[config.mk]
export PLATFORM = sky130hd
export DESIGN_NAME = spi_boot_loader
export DESIGN_NICKNAME = d
export VERILOG_FILES = /design/src/rtl/atom_pkg.sv /design/src/rtl/spi_sync_edge.sv /design/src/rtl/spi_boot_loader.sv
export SDC_FILE = /design/constraint.sdc
export NUM_CORES = 1
export LEC_CHECK = 0
export ABC_AREA = 1
export CORE_MARGIN = 5
export CORE_UTILIZATION = 40
export CTS_CLUSTER_SIZE = 25
export DETAILED_ROUTE_END_ITERATION = 8
export HOLD_SLACK_MARGIN = 0.08
export PLACE_DENSITY_LB_ADDON = 0.3
export SLEW_MARGIN = 10
export SYNTH_ARGS = -nofsm -noshare
export SYNTH_HDL_FRONTEND = slang
export SYNTH_HIERARCHICAL = 1
export SYNTH_SLANG_ARGS = --single-unit
[constraint.sdc]
create_clock -name i_clk -period 6 [get_ports i_clk]
set_clock_uncertainty 0.2 [all_clocks]
set_input_delay 1.5 -clock i_clk [delete_from_list [all_inputs] [get_ports i_clk]]
set_output_delay 1.5 -clock i_clk [all_outputs]
set_load 0.01 [all_outputs]
[src/rtl/atom_pkg.sv]
// Shared constants and state encoding for the SPI boot loader.
package atom_pkg;

   localparam int          DEF_ADDR_W          = 18;
   localparam int unsigned DEF_BOOT_START_ADDR = 32'h0_C000;
   localparam int unsigned DEF_BOOT_END_ADDR   = 32'h0_FFFF;

   typedef enum logic [1:0] {
      ST_IDLE = 2'd0,
      ST_RECV = 2'd1,
      ST_DONE = 2'd2
   } boot_state_t;

endpackage

[src/rtl/spi_sync_edge.sv]
// Three-flop synchronizer for an asynchronous SPI pin with rising-edge detect.
// The level is taken from stage 2 so it lines up with the edge pulse.
module spi_sync_edge (
   input  logic i_clk,
   input  logic i_rst,
   input  logic i_async,
   output logic o_sync,
   output logic o_rise
);

   logic [2:0] r_sync;

   // Shift the pin through the chain; reset to the idle-high level of the SPI pins.
   always_ff @(posedge i_clk or posedge i_rst) begin
      if (i_rst) r_sync <= 3'b111;
      else       r_sync <= {r_sync[1:0], i_async};
   end

   assign o_sync = r_sync[1];
   assign o_rise = r_sync[1] & ~r_sync[2];

endmodule

[src/rtl/spi_boot_loader.sv]
// Receives the boot image over SPI and turns each byte into an SRAM write
// request, holding the CPU in reset until the whole image has been written.
module spi_boot_loader
   import atom_pkg::*;
#(
   parameter int                ADDR_W          = DEF_ADDR_W,
   parameter logic [ADDR_W-1:0] BOOT_START_ADDR = ADDR_W'(DEF_BOOT_START_ADDR),
   parameter logic [ADDR_W-1:0] BOOT_END_ADDR   = ADDR_W'(DEF_BOOT_END_ADDR)
) (
   input  logic              i_clk,
   input  logic              i_reset,
   input  logic              i_arm_ss,
   input  logic              i_arm_sclk,
   input  logic              i_arm_mosi,
   output logic              o_booting,
   output logic              o_mem_req,
   output logic [ADDR_W-1:0] o_mem_addr,
   output logic [7:0]        o_mem_data,
   input  logic              i_mem_ack,
   output logic              o_overrun
);

   localparam logic [ADDR_W-1:0] LAST_P1 = BOOT_END_ADDR + ADDR_W'(1);

   boot_state_t       r_state, w_state_nxt;
   logic [6:0]        r_shift;
   logic [2:0]        r_bit_cnt;
   logic [1:0]        r_mosi_sync;
   logic              r_mem_req, r_overrun, r_full, r_wait_ack;
   logic [ADDR_W-1:0] r_mem_addr;
   logic [7:0]        r_mem_data;

   logic w_ss, w_ss_rise, w_sclk, w_sclk_rise;
   logic w_bit_en, w_byte_done, w_accept, w_drop, w_ack, w_req_nxt;
   logic w_last, w_img_end, w_ss_end, w_wait_set, w_abort;
   logic [7:0] w_byte;

   spi_sync_edge u_sync_ss (
      .i_clk(i_clk), .i_rst(i_reset), .i_async(i_arm_ss),
      .o_sync(w_ss), .o_rise(w_ss_rise)
   );

   spi_sync_edge u_sync_sclk (
      .i_clk(i_clk), .i_rst(i_reset), .i_async(i_arm_sclk),
      .o_sync(w_sclk), .o_rise(w_sclk_rise)
   );

   // mosi only needs two stages: stage 2 has the same latency as the sclk edge pulse.
   always_ff @(posedge i_clk or posedge i_reset) begin
      if (i_reset) r_mosi_sync <= 2'b11;
      else         r_mosi_sync <= {r_mosi_sync[0], i_arm_mosi};
   end

   assign w_bit_en    = (r_state == ST_RECV) & ~r_wait_ack & w_sclk_rise;
   assign w_byte_done = w_bit_en & (r_bit_cnt == 3'd7);
   assign w_byte      = {r_shift, r_mosi_sync[1]};
   assign w_ack       = r_mem_req & i_mem_ack;
   // Bytes past the end of the image (r_full) are silently discarded.
   assign w_accept    = w_byte_done & ~r_full & ~r_mem_req;
   assign w_drop      = w_byte_done & ~r_full &  r_mem_req;
   assign w_req_nxt   = w_accept | (r_mem_req & ~i_mem_ack);
   assign w_last      = (r_mem_addr == BOOT_END_ADDR);
   // Image counts as complete once the final write has landed or is in flight.
   assign w_img_end   = r_full | (w_ack & w_last) | (w_req_nxt & w_last);
   assign w_ss_end    = (r_state == ST_RECV) & ~r_wait_ack & w_ss_rise;

   // State register.
   always_ff @(posedge i_clk or posedge i_reset) begin
      if (i_reset) r_state <= ST_IDLE;
      else         r_state <= w_state_nxt;
   end

   // Next state: a byte finishing in the same cycle as ss rise is already
   // folded into w_req_nxt / w_img_end, so it is accepted before ss is handled.
   always_comb begin
      w_state_nxt = r_state;
      w_wait_set  = 1'b0;
      w_abort     = 1'b0;
      case (r_state)
         // Enter a frame only with sclk parked high so a half-seen edge is not taken as bit 0.
         ST_IDLE: if (!w_ss && w_sclk) w_state_nxt = ST_RECV;
         ST_RECV: begin
            if (r_wait_ack) begin
               if (!r_mem_req) w_state_nxt = ST_DONE;
            end else if (w_ss_end) begin
               if (w_img_end) begin
                  if (w_req_nxt) w_wait_set  = 1'b1;
                  else           w_state_nxt = ST_DONE;
               end else begin
                  w_abort     = 1'b1;
                  w_state_nxt = ST_IDLE;
               end
            end
         end
         ST_DONE: w_state_nxt = ST_DONE;
         default: w_state_nxt = ST_IDLE;
      endcase
   end

   // Shift register, write handshake, address counter and status flags.
   // An aborted frame also cancels any pending write, as the image restarts.
   always_ff @(posedge i_clk or posedge i_reset) begin
      if (i_reset) begin
         r_shift    <= '0;
         r_bit_cnt  <= '0;
         r_mem_req  <= 1'b0;
         r_mem_addr <= BOOT_START_ADDR;
         r_mem_data <= '0;
         r_overrun  <= 1'b0;
         r_full     <= 1'b0;
         r_wait_ack <= 1'b0;
      end else begin
         r_mem_req <= w_req_nxt;
         if (w_bit_en) begin
            r_shift   <= w_byte[6:0];
            r_bit_cnt <= r_bit_cnt + 3'd1;
         end
         if (w_ss_end)   r_bit_cnt  <= '0;
         if (w_accept)   r_mem_data <= w_byte;
         if (w_drop)     r_overrun  <= 1'b1;
         if (w_ack) begin
            if (r_mem_addr != LAST_P1) r_mem_addr <= r_mem_addr + ADDR_W'(1);
            if (w_last)                r_full     <= 1'b1;
         end
         if (w_wait_set) r_wait_ack <= 1'b1;
         if (w_abort) begin
            r_mem_addr <= BOOT_START_ADDR;
            r_mem_req  <= 1'b0;
            r_full     <= 1'b0;
         end
      end
   end

   assign o_booting  = (r_state != ST_DONE);
   assign o_mem_req  = r_mem_req;
   assign o_mem_addr = r_mem_addr;
   assign o_mem_data = r_mem_data;
   assign o_overrun  = r_overrun;

endmodule
* After elaboration in Yosys (flattened, before gate mapping) *
Cells that the tools add are included.

operators by class
  add/sub/neg operators = 2
  eq/ne operators = 10
  mux-type cells = 25
  bitwise operators = 22
  reductions and logical operators = 10

operators with widths
  cell                   count
  $mux 18                3
  $add 18x1->18 const B  1
  $eq 18x16->1 const B   1
  $ne 18x17->1 const B   1
  $and 1x1->1            13
  $mux 1                 13
  $mux 2                 6
  $reduce_bool 2->1      4
  $mux 3                 2
  $ne 3x3->1 const B     2
  $not 1->1              6
  $pmux 2 s3             1
  $ne 2x2->1 const B     2
  $ne 4x4->1 const B     1
  $reduce_and 2->1       2
  $reduce_and 4->1       1
  $add 3x1->3 const B    1
  $eq 3x3->1 const B     1
  $or 1x1->1             3
  $eq 2x1->1 const B     1
  $eq 2x2->1 const B     1
  $logic_not 2->1        1
  $logic_and 1x1->1      1
  $logic_not 1->1        1

word-level totals
  register bits = 50
  input port bits = 6
  output and inout port bits = 29
  logic and storage cells = 81

* Depth between registers and ports, before layout *
Gate-level depths: netlist of the first run.

  word-level depth = 15
  mapped depth = 13
  depth with buffers taken out = 13

* Hierarchy *
The synthesis of the first run kept the hierarchy.

by module, submodules not included
  module           instances  cells each  area an instance (um^2)  sequential area each (um^2)
  spi_boot_loader  1          290         2364.8                   1106.1
  spi_sync_edge    2          6           92.6                     78.8

* Worst setup path before layout of the first run *
OpenSTA, ideal clock, no wires.

  path type = input to register
  start = in i_mem_ack
  end = reg r_mem_addr[11] (netlist: o_mem_addr[11])
  setup time = 0.073 ns
  arrival = 2.403 ns
  required time = 5.727 ns
  path slack = 3.324 ns
  cell stages on the path = 7
  path buffers = 1
  cell sequence = or2_2 nand2_1 nand2_1 nand3_4 buf_8 nand2_2 a21oi_2

between the ends
  longest elaborated chain between the ends = 11
  elaborated cells between the ends (all ways) = 16
  classes of those cells = 5 x mux; 8 x bitwise; 3 x reduce/logical

RTL lines
  element                      RTL line                source
  start: declaration           spi_boot_loader.sv:19   input logic i_mem_ack,
  $not 1->1                    spi_boot_loader.sv:61   assign w_req_nxt = w_accept | (r_mem_req & ~i_mem_ack);
  $and 1x1->1                  spi_boot_loader.sv:61
  $or 1x1->1                   spi_boot_loader.sv:61
  $and 1x1->1                  spi_boot_loader.sv:64   assign w_img_end = r_full | (w_ack & w_last) | (w_req_nxt & w_last);
  $or 1x1->1                   spi_boot_loader.sv:64
  $mux 1                       spi_boot_loader.sv:86   if (w_img_end) begin
  $mux 1                       spi_boot_loader.sv:85   end else if (w_ss_end) begin
  $mux 1                       spi_boot_loader.sv:83   if (r_wait_ack) begin
  $mux 1                       spi_boot_loader.sv:79   case (r_state)
  $reduce_bool 2->1 (no line)  -
  $reduce_and 2->1 (no line)   -
  end signal: assignment       spi_boot_loader.sv:122  if (r_mem_addr != LAST_P1) r_mem_addr <= r_mem_addr + ADDR_W'(1);
  end: declaration             spi_boot_loader.sv:30   logic [ADDR_W-1:0] r_mem_addr;

Parallel ways exist; a longest one is shown, timed or not.
A chain may end at the register's enable or synchronous reset.

* Worst setup path in the final report of the first run *
  start = reg r_mem_addr[14] (netlist: o_mem_addr[14])
  end = out o_mem_addr[14]

RTL lines
  element           RTL line               source
  end: declaration  spi_boot_loader.sv:17  output logic [ADDR_W-1:0] o_mem_addr,

No word-level cell between the ends.

==> results of run 1 <==
==> routing by layer <==
metal / global-route usage (%) / vias up / part of all wire (%) / routed length, um
li1: - / 1038 / - / -
met1: 19.3 / 943 / 46 / 2480
met2: 22.9 / 54 / 48 / 2610
met3: 3.67 / 8 / 4.8 / 262
met4: 4.66 / 0 / 1.7 / 90
met5: 0 / - / 0 / 0
==> stage by stage <==
| step | setup WS, ns | std cells | hold WS (ns) | power (mW) |
|---|---|---|---|---|
| after floorplan | 3.28 | 302 | 0.145 | 0.463 |
| after global placement | 2.62 | 408 | 0.145 | 0.511 |
| after detailed placement | 2.60 | 408 | 0.148 | 0.513 |
| after CTS | 2.83 | 416 | 0.162 | 0.758 |
| after global routing | 2.73 | 416 | 0.170 | 0.788 |
| final | 2.85 | 416 | 0.161 | 0.748 |
==> cells in the mapped netlist (2+ instances only) <==
| library cell | number |
|---|---|
| nand2_1 | 62 |
| inv_1 | 47 |
| dfrtp_1 | 40 |
| nand3_1 | 26 |
| nor2_1 | 21 |
| o21ai_0 | 17 |
| nand4_1 | 11 |
| dfstp_2 | 10 |
| nand2_2 | 9 |
| o21ai_1 | 9 |
| nor3_1 | 5 |
| xor2_1 | 5 |
| ha_1 | 4 |
| nor2_4 | 4 |
| a21oi_1 | 3 |
| clkbuf_1 | 3 |
| inv_2 | 3 |
| nor2_2 | 3 |
| a21oi_2 | 2 |
| buf_2 | 2 |
| nand2_4 | 2 |
| nand3b_1 | 2 |
| or2_2 | 2 |
==> power groups by stage <==
stage	Combinational [mW]	Sequential, mW	Clock [mW]
final	0.123	0.383	0.242
after global routing	0.138	0.387	0.262
after CTS	0.124	0.383	0.251
after detailed placement	0.123	0.389	0
after global placement	0.123	0.389	0
after floorplan	0.0735	0.389	0
==> area by class of cell <==
class	instances	share of cell area, %
Multi-Input combinational cell	196	34.6
Clock buffer	5	2.24
Tap cell	77	3.13
Sequential cell	50	41.1
Timing Repair Buffer	35	11.3
Inverter	50	6.11
Clock inverter	3	1.55
==> worst min path at each step <==
stage	endpoint	slack, ns
5_1_grt	u_sync_sclk/r_sync[1]	0.17
3_3_place_gp	u_sync_ss/r_sync[1]	0.15
3_5_place_dp	u_sync_sclk/r_sync[1]	0.15
2_1_floorplan	r_mosi_sync[1]	0.15
4_1_cts	u_sync_sclk/r_sync[1]	0.16
6_report	r_mosi_sync[1]	0.16
==> cells by family (layout without fill, tap and decap cells) <==
logic type	Yosys count	in the layout	share of synthesized area [%]
buf+inv	56	93	8.78
compound gates	34	34	7.36
flops	50	50	49.6
simple gates	153	153	30.6
fa+ha+maj	4	4	1.96
xor+xnor	5	5	1.72
==> cells in the final DEF, fill, tap and decap left out, types with 9 or more instances in the layout <==
master	netlist	routed
o21ai_0	17	17
nand4_1	11	11
nor2_1	21	21
o21ai_1	9	9
nand3_1	26	26
dfrtp_1	40	40
nand2_1	62	62
nand2_2	9	9
inv_1	47	47
clkdlybuf4s50_1	0	34
dfstp_2	10	10
==> registers in the layout (all words and copies together) (netlist names) <==
signal              flops
o_mem_addr             18
o_mem_data              8
r_shift                 7
r_bit_cnt               3
u_sync_sclk/r_sync      3
u_sync_ss/r_sync        3
r_mosi_sync             2
r_state                 2
o_mem_req               1
o_overrun               1
r_full                  1
r_wait_ack              1
==> impl_metrics.tcl, run 1 <==
set metrics [dict create \
    synth-seq-area-share_pct 49.6 \
    vias 2043 \
    critPathMaxFanout 6 \
    clock-root-buffer "clkbuf_8" \
    fin_setup_tns_ns 0 \
    crit_required_ns 4.30 \
    die-area_um2 8070 \
    yosysTopAreaCellShare_pct 39.3 \
    outcome "finished clean" \
    syn_area_um2 2550 \
    antenna_cells 0 \
    hpwl_mm 4.02 \
    worstSetupEndpoint "o_mem_addr[14]" \
    area_delta_synth_final_pct 20.6 \
    r2r-start "r_bit_cnt[0]" \
    period_minus_slack_ns 3.15 \
    p_switching_mw 0.208 \
    cp.depth 1 \
    p_leak_nw 1.47 \
    reg2regPathDepth 12 \
    ff2ff_setup_slack_ns 3.58 \
    hold_violations 0 \
    final_util_pct 49.0 \
    clock_sinks 50 \
    critPathSlowestCell "dfstp_2" \
    irDropWorstVdd_mv 0.119 \
    synth_nets 312 \
    yosys_warnings 6 \
    p_comb_share_pct 16.4 \
    io_pins 35 \
    cp_slowest_stage_delay_ns 0.60 \
    post_cts_buffers 0 \
    final_area_um2 3070 \
    place_congestion 0.874 \
    crit_family "flip-flops" \
    worst-path-buf-inv 1 \
    max_freq_ghz 0.317 \
    cts_resized 0 \
    port-buffer-count 34 \
    min_from "r_mosi_sync[0]" \
    slew_headroom_pct 58.8 \
    fill_cells 608 \
    syn_area_per_cell_um2 8.44 \
    grt_pass1_vias 2049 \
    row_count 29 \
    cp-start-kind "flop" \
    seq_power_share_pct 51.2 \
    crit_chain "clkdlybuf4s50_1" \
    avgViaCountPerCell 4.91 \
    cts_tree "yes" \
    grt_pass1_wl_mm 9.84 \
    internal_power_mw 0.540 \
    grt_max_degree 45 \
    synth_seq_cells 50 \
    gr-total-overflow 0 \
    wl_mm 5.43 \
    drive_gt1_share_pct 14.7 \
    drv_cap 0 \
    ant_nets 0 \
    core_area_um2 6280 \
    dr.pass1.iters 5 \
    clkPwrFrac_pct 32.4 \
    switching_share_pct 27.8 \
    synthCells 302 \
    path_clk_slew_ns 0.10 \
    synth-edff-count 0 \
    cts_made_buffers 5 \
    fin_crit_sh_pct 52.5 \
    finalSetupViolations 0 \
    drt_iter0_drc 123 \
    r2r-end "o_mem_addr[16]" \
    dpl-instance-area_um2 2960 \
    htreeDepth 2 \
    clk_path_buf_depth 2 \
    drc 0 \
    arrival_ns 1.45 \
    synth_area_leaders "dfrtp_1, dfstp_2, nand2_1" \
    grt.total_usage_pct 14.4 \
    worst_pin_slew_ns 0.618 \
    synth_cell_types 33 \
    yosys.area.top_type "dfrtp_1" \
    ctsHoldBuffers 0 \
    start_util_pct 40.6 \
    slew_viol_final 0 \
    async_flop_share_pct 100 \
    die_y_um 89.8 \
    worstSkewPairLatency_ns 0.30 \
    endpoint_kind "output port" \
    regArea_um2 1260 \
    die_w_um 89.8 \
    hp-class "flop to flop" \
    whs_path_depth 0 \
    synthFlopType "dfrtp_1" \
    multi_input_area_um2 1060 \
    critPathKind "flop to output port" \
    nets 348 \
    startpoint "o_mem_addr[14]" \
    rsz0062_at_grt "no" \
    wl_per_cell_um 13.1 \
    grt_antenna_before_repair 0 \
    powerDensity_nw_per_um2 243 \
]
(Power assumes the default switching activity.)
==> run 2: changes to the inputs <==
clock period = 2.84 ns   (was 6 ns; I/O delays follow)
==> run 2 against run 1 <==
Net effect: die area is the same; worst setup slack lost 2.4 ns; final cell count grew 0.24%; routed wire length grew 0.99%; hold slack lost 0.0012 ns; first-iteration DRC count shrank 26%; sequential power grew 110%; sequential share of layout area shrank 0.050 points; combinational power grew 110%; design area grew 0.12%; critical endpoint unchanged.
==> impl_metrics.tcl, run 2 (synthesis results as in run 1) <==
set metrics [dict create \
    drt_iter0_drc 91 \
    ant_nets 0 \
    dpl-instance-area_um2 2980 \
    powerDensity_nw_per_um2 494 \
    r2r-end "o_mem_addr[6]" \
    nets 349 \
    dr.pass1.iters 4 \
    outcome "finished clean" \
    avgViaCountPerCell 4.94 \
    fin_setup_tns_ns 0 \
    die_w_um 89.8 \
    critPathSlowestCell "dfstp_2" \
    ff2ff_setup_slack_ns 0.51 \
    crit_chain "clkdlybuf4s50_1" \
    cp_slowest_stage_delay_ns 0.61 \
    max_freq_ghz 0.418 \
    grt_pass1_wl_mm 9.61 \
    ctsHoldBuffers 0 \
    hold_violations 0 \
    area_delta_synth_final_pct 20.7 \
    endpoint_kind "output port" \
    grt_pass1_vias 2020 \
    grt_max_degree 45 \
    cts_tree "yes" \
    post_cts_buffers 0 \
    irDropWorstVdd_mv 0.256 \
    antenna_cells 0 \
    worst-path-buf-inv 1 \
    wl_per_cell_um 13.2 \
    r2r-start "r_bit_cnt[0]" \
    largest_register_ffs 18 \
    vias 2059 \
    place_congestion 0.866 \
    die-area_um2 8070 \
    critPathMaxFanout 6 \
    row_count 29 \
    port-buffer-count 34 \
    whs_path_depth 0 \
    drc 0 \
    worstSkewPairLatency_ns 0.31 \
    start_util_pct 40.6 \
    grt.total_usage_pct 14.3 \
    die_y_um 89.8 \
    htreeDepth 2 \
    wl_mm 5.49 \
    hp-class "flop to flop" \
    slew_headroom_pct 61.8 \
    finalSetupViolations 0 \
    cts_made_buffers 5 \
    worst_pin_slew_ns 0.572 \
    drive_gt1_share_pct 15.0 \
    period_minus_slack_ns 2.39 \
    final_area_um2 3080 \
    fin_crit_sh_pct 84.3 \
    whs_endpoint "u_sync_sclk/r_sync[1]" \
    clock-root-buffer "clkbuf_8" \
    arrival_ns 1.48 \
    fin_hold_ws_ns 0.160 \
    grt_antenna_before_repair 0 \
    clock_sinks 50 \
    crit_family "flip-flops" \
    fin_cells 417 \
    hpwl_mm 3.98 \
    p_leak_nw 1.47 \
    cp-start-kind "flop" \
    clk_path_buf_depth 2 \
    cts_resized 0 \
    fill_cells 590 \
    path_clk_slew_ns 0.09 \
    crit_required_ns 1.93 \
    critPathKind "flop to output port" \
    core_area_um2 6280 \
    slew_viol_final 0 \
    drv_cap 0 \
    mostFrequentLayoutCells "nand2_1, inv_1, dfrtp_1" \
    placed_cells 409 \
    final_common_cell "nand2_1" \
    min_from "u_sync_sclk/r_sync[0]" \
    io_pins 35 \
    reg2regPathDepth 10 \
    rsz0062_at_grt "no" \
    gr-total-overflow 0 \
]
-- run 2: cell types whose count changed in the layout (fill, tap and decap cells not counted), sizes merged --
cell | previous run | this run
buf | 1 | 2
bufinv | 1 | 0
clkbuf | 5 | 6
clkinv | 1 | 2
inv | 51 | 50
-- run 2: cell type report --
cell class	instances	area (um^2)	area share (%)
Sequential cell	50	1260	41.1
Timing Repair Buffer	36	368	12.0
Multi-Input combinational cell	196	1060	34.5
Inverter	50	188	6.10
Clock buffer	6	82.6	2.68
Clock inverter	2	17.5	0.569
Tap cell	77	96.3	3.13
-- run 2: worst max path at each step --
stage,from,to,slack [ns],depth (start not counted)
2_1_floorplan,i_reset,o_mem_addr[0],0.91,1
3_3_place_gp,i_mem_ack,o_mem_addr[16],0.33,9
3_5_place_dp,i_mem_ack,o_mem_addr[16],0.29,9
4_1_cts,o_mem_addr[14],o_mem_addr[14],0.44,1
5_1_grt,r_bit_cnt[0],o_mem_addr[16],0.30,12
6_report,o_mem_addr[14],o_mem_addr[14],0.45,1
-- run 2: where the power goes --
group,total [mW],internal [mW],switching (mW)
clock network,0.453,0.201,0.252
logic,0.260,0.114,0.146
registers,0.809,0.760,0.0493
total,1.52,1.07,0.447
-- run 2: through the flow --
step / setup slack, ns / power (mW) / util (%)
2_1_floorplan: 0.906 / 0.978 / -
3_3_place_gp: 0.325 / 1.08 / 47.4
3_5_place_dp: 0.294 / 1.08 / 47.4
4_1_cts: 0.438 / 1.54 / 49.0
5_1_grt: 0.299 / 1.60 / 49.0
6_report: 0.446 / 1.52 / 49.0
-- run 2: metal layers --
layer / global-route usage [%] / up-vias / wire, um
met5: 0 / - / 0
met4: 6.55 / 0 / 138
met1: 18.5 / 966 / 2490
met2: 22.4 / 47 / 2560
met3: 3.42 / 12 / 292
li1: - / 1034 / -
==> run 3: changes to the inputs <==
clock period = 2.4 ns   (was 2.84 ns; I/O delays follow)
==> run 3 against run 2 <==
Net effect: die area did not move; worst setup slack got worse by 0.31 ns; register-to-register slack got worse by 0.24 ns; first-iteration DRC count rose by 82%; core utilization rose by 1.3 points; routed wire length rose by 2.2%; clock power rose by 35%; global-route usage rose by 0.31 points; total power rose by 24%; via count rose by 0.97%; clock-buffer cell count fell by 1; critical endpoint unchanged; largest cell class unchanged.
==> impl_metrics.tcl, run 3 (synthesis results as in run 1) <==
set metrics [dict create \
    outcome "finished clean" \
    grt.total_usage_pct 14.6 \
    area_delta_synth_final_pct 23.8 \
    dr.pass1.iters 4 \
    worst-path-buf-inv 1 \
    hp-class "flop to flop" \
    critPathSlowestCell "dfstp_2" \
    crit_required_ns 1.60 \
    place_congestion 0.835 \
    switching_share_pct 28.1 \
    grt_pass1_wl_mm 9.78 \
    irDropWorstVdd_mv 0.509 \
    ctsHoldBuffers 0 \
    seq_power_share_pct 50.5 \
    placed_cells 414 \
    fin_crit_sh_pct 94.2 \
    grt_antenna_before_repair 0 \
    powerDensity_nw_per_um2 598 \
    multi_input_area_um2 1060 \
    arrival_ns 1.46 \
    final_util_pct 50.3 \
    power.total_mw 1.89 \
    slew_headroom_pct 74.0 \
    worstSkewPairLatency_ns 0.31 \
    ff2ff_setup_slack_ns 0.27 \
    max_freq_ghz 0.442 \
    clkPwrFrac_pct 32.4 \
    hpwl_mm 4.12 \
    avgViaCountPerCell 4.93 \
    finalSetupViolations 0 \
    clk_path_buf_depth 2 \
    clock-root-buffer "clkbuf_8" \
    fin_cells 422 \
    worst_pin_slew_ns 0.388 \
    p_leak_nw 1.51 \
    htreeDepth 2 \
    rsz0062_at_grt "no" \
    grt_max_degree 45 \
    antenna_cells 0 \
    cp-start-kind "flop" \
    p_comb_share_pct 17.0 \
    wl_per_cell_um 13.3 \
    vias 2079 \
    p_switching_mw 0.530 \
    wl_mm 5.61 \
    cts_made_buffers 5 \
    io_pins 35 \
    slew_viol_final 0 \
    final_common_cell "nand2_1" \
    critPathMaxFanout 6 \
    fin_setup_tns_ns 0 \
    critPathKind "flop to output port" \
    path_clk_slew_ns 0.10 \
    die-area_um2 8070 \
    post_cts_buffers 0 \
    die_y_um 89.8 \
    mostFrequentLayoutCells "nand2_1, inv_1, dfrtp_1" \
    drv_cap 0 \
    endpoint_kind "output port" \
    cts_resized 0 \
    core_area_um2 6280 \
    regArea_um2 1260 \
    drc 0 \
    fill_cells 592 \
    hold_violations 0 \
    ant_nets 0 \
    drive_gt1_share_pct 16.2 \
    crit_family "flip-flops" \
    drt_iter0_drc 166 \
    row_count 29 \
    port-buffer-count 34 \
    gr-total-overflow 0 \
    nets 354 \
    die_w_um 89.8 \
    clock_sinks 50 \
    final_area_um2 3160 \
    largest_register_ffs 18 \
    crit_chain "clkdlybuf4s50_1" \
    internal_power_mw 1.36 \
    start_util_pct 40.6 \
    dpl-instance-area_um2 3040 \
    cts_tree "yes" \
    grt_pass1_vias 2057 \
    period_minus_slack_ns 2.26 \
    cp_slowest_stage_delay_ns 0.60 \
]
## run 3: final cells by class
| cell class | count | area share (%) |
|---|---|---|
| flip-flops and latches | 50 | 40.0 |
| clock inverters | 3 | 1.51 |
| repair buffers | 41 | 13.6 |
| inverters | 50 | 5.95 |
| clock buffers | 5 | 2.18 |
| well taps | 77 | 3.05 |
| multi-input cells | 196 | 33.7 |
## run 3: through the flow
| stage | hold slack [ns] | worst slack (ns) |
|---|---|---|
| floorplan | 0.145 | 0.475 |
| global placement | 0.146 | 0.112 |
| CTS | 0.161 | 0.133 |
| finish | 0.159 | 0.139 |
| global route | 0.168 | 0.0431 |
| detailed placement | 0.147 | 0.0750 |
## run 3: power by group through the flow
stage | combinational (mW) | sequential (mW) | clock, mW
after floorplan | 0.184 | 0.973 | 0
after global placement | 0.318 | 0.969 | 0
after detailed placement | 0.323 | 0.970 | 0
after CTS | 0.325 | 0.954 | 0.637
after global routing | 0.357 | 0.961 | 0.668
final | 0.321 | 0.953 | 0.612
## run 3: worst paths after layout
check,startpoint,to,depth (start not counted)
min in group asynchronous,i_reset,u_sync_ss/r_sync[1],2
hold / removal,u_sync_sclk/r_sync[0],u_sync_sclk/r_sync[1],0
max in group asynchronous,i_reset,o_mem_addr[14],3
setup / recovery,o_mem_addr[14],o_mem_addr[14],1
hold reg to reg,u_sync_sclk/r_sync[0],u_sync_sclk/r_sync[1],0
setup reg to reg,r_bit_cnt[0],o_mem_addr[3],10
## run 3: metal layers
metal	up-vias	GRT usage [%]	wire (um)
met2	48	23.3	2600
met3	10	3.59	268
met4	0	5.16	113
li1	1048	-	-
met1	973	19.1	2630
met5	-	0	0
